## src/rtl/cpu_arith_sequencer_if.sv

```systemverilog
// Request/result handshake and arithmetic-unit register bus seen by the
// sequencer. The master side is the sequencer (the only initiator on the bus);
// the slave side is the decode logic plus the arithmetic unit.
interface cpu_arith_sequencer_if #(
    parameter int DATA_WIDTH = 8,
    parameter int ADDR_WIDTH = 4
);
    logic                  req_valid;
    logic                  req_ready;
    logic [DATA_WIDTH-1:0] req_op;
    logic [DATA_WIDTH-1:0] req_a;
    logic [DATA_WIDTH-1:0] req_b;
    logic                  req_unary;
    logic                  res_valid;
    logic                  res_ready;
    logic [DATA_WIDTH-1:0] res_data;
    logic                  busy;
    logic [ADDR_WIDTH-1:0] mem_addr;
    logic [DATA_WIDTH-1:0] mem_wr_data;
    logic                  mem_wr;
    logic                  mem_rd;
    logic [DATA_WIDTH-1:0] mem_rd_data;

    modport master (
        input  req_valid, req_op, req_a, req_b, req_unary, res_ready, mem_rd_data,
        output req_ready, res_valid, res_data, busy,
               mem_addr, mem_wr_data, mem_wr, mem_rd
    );

    modport slave (
        output req_valid, req_op, req_a, req_b, req_unary, res_ready, mem_rd_data,
        input  req_ready, res_valid, res_data, busy,
               mem_addr, mem_wr_data, mem_wr, mem_rd
    );
endinterface

```

## src/rtl/cpu_arith_sequencer.sv

```systemverilog
// Arithmetic request sequencer: turns one request into the fixed register-bus
// sequence ACC write, TMP1 write (skipped for unary ops), opcode write,
// strobe-free compute gap, ACC read, and hands the result back.
//
//   state    | meaning
//   ---------+--------------------------------------------------------
//   IDLE     | ready for a request; operands latched on req_valid
//   WR_ACC   | write operand A to ACC
//   WR_TMP   | write operand B to TMP1 (binary ops only)
//   WR_ALU   | write opcode; loads the compute-gap counter
//   WAIT     | no strobes; the arithmetic unit computes in the first one
//   RD_ACC   | read strobe on ACC
//   CAPTURE  | registered read data arrives and is stored as the result
//   RESP     | result offered until res_ready
module cpu_arith_sequencer #(
    parameter int                    DATA_WIDTH  = 8,
    parameter int                    ADDR_WIDTH  = 4,
    parameter int                    WAIT_CYCLES = 1,
    parameter logic [ADDR_WIDTH-1:0] ACC_ADDR    = ADDR_WIDTH'(1),
    parameter logic [ADDR_WIDTH-1:0] TMP1_ADDR   = ADDR_WIDTH'(2),
    parameter logic [ADDR_WIDTH-1:0] ALU_ADDR    = ADDR_WIDTH'(3)
) (
    input  logic                   clk,
    input  logic                   rst_n,
    cpu_arith_sequencer_if.master  bus
);
    localparam logic [2:0] S_IDLE    = 3'd0;
    localparam logic [2:0] S_WR_ACC  = 3'd1;
    localparam logic [2:0] S_WR_TMP  = 3'd2;
    localparam logic [2:0] S_WR_ALU  = 3'd3;
    localparam logic [2:0] S_WAIT    = 3'd4;
    localparam logic [2:0] S_RD_ACC  = 3'd5;
    localparam logic [2:0] S_CAPTURE = 3'd6;
    localparam logic [2:0] S_RESP    = 3'd7;

    logic [2:0]            state;
    logic [3:0]            wait_cnt;
    logic [DATA_WIDTH-1:0] op_q;
    logic [DATA_WIDTH-1:0] a_q;
    logic [DATA_WIDTH-1:0] b_q;
    logic                  unary_q;
    logic [ADDR_WIDTH-1:0] mem_addr_q;
    logic [DATA_WIDTH-1:0] mem_wr_data_q;
    logic [DATA_WIDTH-1:0] res_data_q;

    // Sequencing: address/data registers are loaded on the edge that enters
    // the state using them, so they hold their value while no strobe is active.
    always_ff @(posedge clk or negedge rst_n) begin
        if (!rst_n) begin
            state         <= S_IDLE;
            wait_cnt      <= '0;
            op_q          <= '0;
            a_q           <= '0;
            b_q           <= '0;
            unary_q       <= 1'b0;
            mem_addr_q    <= '0;
            mem_wr_data_q <= '0;
            res_data_q    <= '0;
        end else begin
            case (state)
                S_IDLE: begin
                    if (bus.req_valid) begin
                        op_q          <= bus.req_op;
                        a_q           <= bus.req_a;
                        b_q           <= bus.req_b;
                        unary_q       <= bus.req_unary;
                        mem_addr_q    <= ACC_ADDR;
                        mem_wr_data_q <= bus.req_a;
                        state         <= S_WR_ACC;
                    end
                end
                S_WR_ACC: begin
                    if (unary_q) begin
                        mem_addr_q    <= ALU_ADDR;
                        mem_wr_data_q <= op_q;
                        state         <= S_WR_ALU;
                    end else begin
                        mem_addr_q    <= TMP1_ADDR;
                        mem_wr_data_q <= b_q;
                        state         <= S_WR_TMP;
                    end
                end
                S_WR_TMP: begin
                    mem_addr_q    <= ALU_ADDR;
                    mem_wr_data_q <= op_q;
                    state         <= S_WR_ALU;
                end
                S_WR_ALU: begin
                    wait_cnt <= 4'(WAIT_CYCLES - 1);
                    state    <= S_WAIT;
                end
                S_WAIT: begin
                    if (wait_cnt == 4'd0) begin
                        mem_addr_q <= ACC_ADDR;
                        state      <= S_RD_ACC;
                    end else begin
                        wait_cnt <= wait_cnt - 4'd1;
                    end
                end
                S_RD_ACC: begin
                    state <= S_CAPTURE;
                end
                S_CAPTURE: begin
                    res_data_q <= bus.mem_rd_data;
                    state      <= S_RESP;
                end
                S_RESP: begin
                    if (bus.res_ready) begin
                        state <= S_IDLE;
                    end
                end
                default: state <= S_IDLE;
            endcase
        end
    end

    // Strobes and handshake flags decode the state register only.
    assign bus.mem_wr      = (state == S_WR_ACC) || (state == S_WR_TMP) || (state == S_WR_ALU);
    assign bus.mem_rd      = (state == S_RD_ACC);
    assign bus.req_ready   = (state == S_IDLE);
    assign bus.res_valid   = (state == S_RESP);
    assign bus.busy        = (state != S_IDLE);
    assign bus.mem_addr    = mem_addr_q;
    assign bus.mem_wr_data = mem_wr_data_q;
    assign bus.res_data    = res_data_q;
endmodule

```

## src/flat_wrapper.sv

```systemverilog
// flat-port wrapper written by rule: the top's interface ports become plain ports
module cpu_arith_sequencer_flat 
#(
    parameter int                    DATA_WIDTH  = 8,
    parameter int                    ADDR_WIDTH  = 4,
    parameter int                    WAIT_CYCLES = 1,
    parameter logic [ADDR_WIDTH-1:0] ACC_ADDR    = ADDR_WIDTH'(1),
    parameter logic [ADDR_WIDTH-1:0] TMP1_ADDR   = ADDR_WIDTH'(2),
    parameter logic [ADDR_WIDTH-1:0] ALU_ADDR    = ADDR_WIDTH'(3)
)
  (clk, rst_n, bus_req_valid, bus_req_op, bus_req_a, bus_req_b, bus_req_unary, bus_res_ready, bus_mem_rd_data, bus_req_ready, bus_res_valid, bus_res_data, bus_busy, bus_mem_addr, bus_mem_wr_data, bus_mem_wr, bus_mem_rd);
  cpu_arith_sequencer_if #(.DATA_WIDTH(DATA_WIDTH), .ADDR_WIDTH(ADDR_WIDTH)) bus_i ();
  input  logic clk;
  input  logic rst_n;
  input wire logic [$bits(bus_i.req_valid)-1:0] bus_req_valid;
  input wire logic [$bits(bus_i.req_op)-1:0] bus_req_op;
  input wire logic [$bits(bus_i.req_a)-1:0] bus_req_a;
  input wire logic [$bits(bus_i.req_b)-1:0] bus_req_b;
  input wire logic [$bits(bus_i.req_unary)-1:0] bus_req_unary;
  input wire logic [$bits(bus_i.res_ready)-1:0] bus_res_ready;
  input wire logic [$bits(bus_i.mem_rd_data)-1:0] bus_mem_rd_data;
  output wire logic [$bits(bus_i.req_ready)-1:0] bus_req_ready;
  output wire logic [$bits(bus_i.res_valid)-1:0] bus_res_valid;
  output wire logic [$bits(bus_i.res_data)-1:0] bus_res_data;
  output wire logic [$bits(bus_i.busy)-1:0] bus_busy;
  output wire logic [$bits(bus_i.mem_addr)-1:0] bus_mem_addr;
  output wire logic [$bits(bus_i.mem_wr_data)-1:0] bus_mem_wr_data;
  output wire logic [$bits(bus_i.mem_wr)-1:0] bus_mem_wr;
  output wire logic [$bits(bus_i.mem_rd)-1:0] bus_mem_rd;
  assign bus_i.req_valid = bus_req_valid;
  assign bus_i.req_op = bus_req_op;
  assign bus_i.req_a = bus_req_a;
  assign bus_i.req_b = bus_req_b;
  assign bus_i.req_unary = bus_req_unary;
  assign bus_i.res_ready = bus_res_ready;
  assign bus_i.mem_rd_data = bus_mem_rd_data;
  assign bus_req_ready = bus_i.req_ready;
  assign bus_res_valid = bus_i.res_valid;
  assign bus_res_data = bus_i.res_data;
  assign bus_busy = bus_i.busy;
  assign bus_mem_addr = bus_i.mem_addr;
  assign bus_mem_wr_data = bus_i.mem_wr_data;
  assign bus_mem_wr = bus_i.mem_wr;
  assign bus_mem_rd = bus_i.mem_rd;
  cpu_arith_sequencer #(.DATA_WIDTH(DATA_WIDTH), .ADDR_WIDTH(ADDR_WIDTH), .WAIT_CYCLES(WAIT_CYCLES), .ACC_ADDR(ACC_ADDR), .TMP1_ADDR(TMP1_ADDR), .ALU_ADDR(ALU_ADDR)) u_core (.clk(clk), .rst_n(rst_n), .bus(bus_i));
endmodule
```

## config.mk

```make
export PLATFORM = sky130hd
export DESIGN_NAME = cpu_arith_sequencer_flat
export DESIGN_NICKNAME = d
export VERILOG_FILES = /design/src/rtl/cpu_arith_sequencer_if.sv /design/src/rtl/cpu_arith_sequencer.sv /design/src/flat_wrapper.sv
export SDC_FILE = /design/constraint.sdc
export NUM_CORES = 1
export LEC_CHECK = 0
export BUFFER_PORTS_ARGS = -buffer_cell sky130_fd_sc_hd__buf_4
export CAP_MARGIN = 20
export CORE_MARGIN = 2
export CORE_UTILIZATION = 51
export CTS_CLUSTER_DIAMETER = 30
export DETAILED_ROUTE_END_ITERATION = 16
export PLACE_DENSITY = 0.92
export SYNTH_ARGS = -nofsm -noshare
export SYNTH_HDL_FRONTEND = slang
export SYNTH_SLANG_ARGS = --single-unit
```

## constraint.sdc

```tcl
create_clock -name clk -period 2.4 [get_ports clk]
set_input_delay 0.48 -clock clk [delete_from_list [all_inputs] [get_ports clk]]
set_output_delay 0.48 -clock clk [all_outputs]
set_load 0.05 [all_outputs]
```

* Word-level counts from Yosys, hierarchy flattened
Cells that the tools add are included.
Word-level totals: register bits after elaboration 44, output and inout bits 25
Cells by class: reductions and logical operators 13, muxes and demuxes 14, add/sub/neg operators 1, eq/ne operators 11
Operators with widths (number):
- 3-bit case mux with 8 select lines | 1
- 8-bit case mux with 3 select lines | 1
- 8-bit 2-to-1 mux | 2
- 4-bit case mux with 4 select lines | 1
- 3-bit equality test, second input constant | 4
- 4-bit 2-to-1 mux | 3
- 3-bit 2-to-1 mux | 3
- 4-bit case mux with 2 select lines | 1
- 3-bit by 2-bit equality test with 1-bit output, second input constant | 2
- 2-bit inequality test, second input constant | 3
- 2-bit AND reduction | 3
- 3-bit AND reduction | 2
- 3-bit nonzero test | 2
- 4-bit zero test | 1
- 4-bit nonzero test | 1
- 4-bit by 1-bit subtractor with 4-bit output, second input constant | 1
- 3-bit by 1-bit equality test with 1-bit output, second input constant | 1
- 3-bit zero test | 1
- 1-bit logical OR | 2
- 1-bit 2-to-1 mux | 2
- 2-bit by 1-bit inequality test with 1-bit output, second input constant | 1
- 2-bit nonzero test | 1

* Depth between registers and ports, before layout
word-level depth 3, mapped depth 8, gate-level depth less buffers 6

* Worst setup path before layout
OpenSTA, ideal clock, no wires.
kind register to output, start point register u_core.state[0], end point output bus_busy, arrival time 1.568 ns, setup slack 0.352 ns, cell stages (with the launch flop) 6, buffers on the path 0, data required time 1.920 ns, path through dfrtp_1 > inv_1 > ha_1 > inv_1 > nor2_2 > inv_1
Between the ends: longest elaborated chain between the ends 1
Ends and longest elaborated chain:
- start: declaration | RTL line cpu_arith_sequencer.sv:36 | logic [2:0] state;
- start signal: assignment | RTL line cpu_arith_sequencer.sv:50 | state <= S_IDLE;
- start signal: assignment | RTL line cpu_arith_sequencer.sv:69 | state <= S_WR_ACC;
- start signal: assignment | RTL line cpu_arith_sequencer.sv:76 | state <= S_WR_ALU;
- 3-bit nonzero test | RTL line cpu_arith_sequencer.sv:122 | assign bus.busy = (state != S_IDLE);
- end: declaration | RTL line flat_wrapper.sv:25 | output wire logic [$bits(bus_i.busy)-1:0] bus_busy;
Every way passes these cells.

* Worst setup path in the final report
start point register u_core.state[1], end point output bus_mem_wr
Between the ends: longest elaborated chain between the ends 3, elaborated cells between the ends (all ways) 5
Ends and longest elaborated chain:
- 3-bit by 1-bit equality test with 1-bit output or 3-bit by 2-bit equality test with 1-bit output (tied branches) | RTL line cpu_arith_sequencer.sv:118 | assign bus.mem_wr = (state == S_WR_ACC) || (state == S_WR_TMP) || (state == S_WR_ALU);
- 1-bit logical OR | RTL line cpu_arith_sequencer.sv:118
- 1-bit logical OR * | RTL line cpu_arith_sequencer.sv:118
- end: declaration | RTL line flat_wrapper.sv:28 | output wire logic [$bits(bus_i.mem_wr)-1:0] bus_mem_wr;
Every way passes the cells marked *; elsewhere a longest branch is shown, timed or not.

==> metrics.csv <==
stage,metric,value,unit
yosys,Mapped Area,2010,µm²
detailed_routing,Starting DRT DRC Count,83,
cells_and_area,"Core Util, Final",0.692,
grt,initial antenna violation count,0,
clock_network,CTS Buf Count,5,
sta,Slew headroom,0.654,
detailed_routing,Via density,5.53,
worst_setup_path,crit end category,primary output,
floorplan,die area,4460,µm²
sta,fin. max-slew vios,0,
detailed_routing,metal2 WL,2240,µm
cells_and_area,share of layout cells above drive strength 1,0.449,
sta,final period utilization,0.907,
pwr,maximum vdd ir drop,0.000954,V
sta,setup total negative slack,0,ns
yosys,Synth cell types,35,
worst_setup_path,CP max stage delay,0.45,ns
clock_network,CTS tree,built,
sta,unrepaired setup endpoints after global routing,no,
yosys,sequential-to-total area share from yosys stat,0.523,
worst_setup_path,CP Cell Sequence,"inv_1, ha_1, o21bai_1, nand2_1, buf_4",
worst_hold_path,Hold Crit Class,in2async,
detailed_routing,"antenna viol nets, final",0,
yosys,synthesized flop and latch total,42,
clock_network,clk slew on worst S/H paths,0.08,ns
cells_and_area,# fillers,283,
worst_setup_path,CP Class,reg2out,
detailed_routing,Met3 Wirelength,341,µm
clock_network,# resized after CTS,0,
clock_network,H-tree depth,2,
clock_network,root buffer cell,clkbuf_8,
floorplan,chip height,66.8,µm
placement,IO buf count,59,
yosys,synthesized instance count,174,
detailed_routing,# DRC,0,
detailed_routing,DR top layer,met4,
detailed_routing,Total Wirelength,4420,µm
sta,worst-margin pin slew,0.518,ns
floorplan,chip width,66.8,µm
cells_and_area,ANT cells,0,
worst_setup_path,Worst Path Arrival,1.70,ns
clock_network,post-CTS setup buffer count,0,
clock_network,CTS Hold Bufs,0,
cells_and_area,"commonest non-fill, non-tap cell in the layout",buf_4,
yosys,Syn Area/Cell,11.5,µm²
yosys,Yosys warnings,0,
detailed_routing,drt pass-1 iters,4,
worst_setup_path,"Max FO, Critical Path",13,
worst_setup_path,CP max-delay cell,ha_1,
cells_and_area,Nets,278,
floorplan,Initial Util,0.540,
detailed_routing,wire length per cell,15.6,µm
grt,first-pass GRT wire length,7410,µm
worst_setup_path,crit path launch type,flip-flop,
placement,Place WS,0.545,ns
cells_and_area,"commonest non-fill, non-tap cells in the layout","buf_4 (63), dfrtp_1 (42), mux2_2 (29)",
sta,Layout Skew,0.0102,ns
grt,total grt overflow,0,
sta,Final Hold Fails,0,
detailed_routing,routed vias,1570,
sta,Period minus WS final,2.18,ns
clock_network,TritonCTS Sinks,42,
detailed_routing,Post-Route M1 WL,1770,µm
worst_setup_path,required time worst endpoint,1.92,ns
sta,Final WS setup,0.223,ns
status,outcome,finished clean,
clock_network,Clock Latency Late Sink,0.29,ns
grt,largest net degree at the start of global routing,43,
clock_network,CTS Buffer Depth,2,
run,Max-Cap Viols,0,
grt,Total Routing Usage GR,0.224,
yosys,post-synth top area cell,dfrtp_1,
placement,DP HPWL,3180,µm
yosys,synth top area cells,"dfrtp_1 (52%), mux2_2 (16%), ha_1 (3.1%)",
floorplan,Top-Level Pins,62,
placement,Routability Congestion,0.825,
floorplan,num rows,22,
cells_and_area,Area Growth Syn to Fin,28.0,%
yosys,share of the synthesized area in the top cell type,0.523,
pwr,total power,0.00403,W
floorplan,Core ar.,3720,µm²
grt,vias in the first global route,1608,
pwr,pwr/cell area,1570,nW/µm²
worst_setup_path,reg2reg setup slack,0.50,ns
pwr,leak pwr,1.22,nW
sta,final setup violation count,0,
sta,Fmax,0.459,GHz
[report_power, final]
part / leakage (nW) / switching, W / internal [W]
combinational: 0.672 / 0.00144 / 0.000900
sequential: 0.502 / 0.000218 / 0.00105
clock: 0.0438 / 0.000228 / 0.000195
[cells by family (layout without fill, tap and decap cells)]
family / Yosys count / after routing / share of synthesized area
muxes: 31 / 31 / 0.178
adders and majority gates: 5 / 5 / 0.0312
DFF: 42 / 42 / 0.523
AOI/OAI and AO/OA: 32 / 32 / 0.108
other: 1 / 2 / 0.00187
xor gates and xnor gates: 1 / 1 / 0.00436
buffers and inverters: 18 / 79 / 0.0436
and+or+nand+nor: 44 / 44 / 0.110
[critical path, delay by kind of cell (launching register included)]
| kind | cells | cell delay [ns] |
|---|---|---|
| AO/OA/AOI/OAI | 1 | 0.14 |
| adder cells (fa/ha/maj) | 1 | 0.45 |
| buffers and inverters | 2 | 0.30 |
| flip-flops | 1 | 0.43 |
| AND/OR/NAND/NOR | 1 | 0.09 |
[layer usage]
metal  GRT usage  vias to the layer above
li1            -                      732
met1       0.274                      763
met2       0.380                       66
met3      0.0625                        9
met4      0.0765                        0
met5           0                        -
[registers in the layout, summed over array words and instances (netlist names)]
signal,cells
u_core.unary_q,1
u_core.op_q,8
u_core.state,3
u_core.b_q,8
u_core.bus.mem_addr,2
u_core.bus.mem_wr_data,8
u_core.wait_cnt,4
u_core.bus.res_data,8
[synth_stat cells (all sizes together)]
master	instances
a221oi	4
o221ai	1
nor2b	2
a21o	1
o31ai	1
and3	2
a31oi	2
inv	9
nor2	11
nor3	3
dfrtp	42
xor2	1
a21oi	12
nand4	2
or2	1
o21bai	1
a222oi	3
clkbuf	1
mux2	31
conb	1
o21ai	5
ha	5
buf	8
and2	2
nand2b	4
nand3	4
or3b	1
a311o	1
o211ai	1
nand2	12
[final cells by class]
cell class,instances,area (µm²),area share
inverter,9,33.8,0.0131
sequential,42,1050,0.409
timing repair buffer,63,473,0.184
clock buffer,5,68.8,0.0268
tap,48,60.1,0.0234
multi-input combinational,115,873,0.340
clock inverter,2,10.0,0.00389
[path summary, 6_finish.rpt]
path | endpoint | startpoint | cells after the start
worst min register to register | u_core.bus.mem_addr[1]$_DFFE_PN0P_ | u_core.bus.mem_addr[1]$_DFFE_PN0P_ | 1
min in group clk | u_core.b_q[0]$_DFFE_PN0P_ | bus_req_b[0] | 2
worst min-delay path | u_core.op_q[0]$_DFFE_PN0P_ | rst_n | 1
worst max register to register | u_core.bus.mem_wr_data[5]$_DFFE_PN0P_ | u_core.state[1]$_DFFE_PN0P_ | 6
worst max-delay path | bus_mem_wr | u_core.state[1]$_DFFE_PN0P_ | 5
max in group asynchronous | u_core.bus.mem_wr_data[6]$_DFFE_PN0P_ | rst_n | 1
[per-stage QoR]
stage / hold slack, ns / instance area [µm²] / std cells
2_1_floorplan: 0.184 / 2010 / 175
3_3_place_gp: 0.468 / 2490 / 277
3_5_place_dp: 0.477 / 2490 / 277
4_1_cts: 0.173 / 2570 / 284
5_1_grt: 0.200 / 2570 / 284
6_report: 0.155 / 2570 / 284
(Power assumes the default switching activity.)
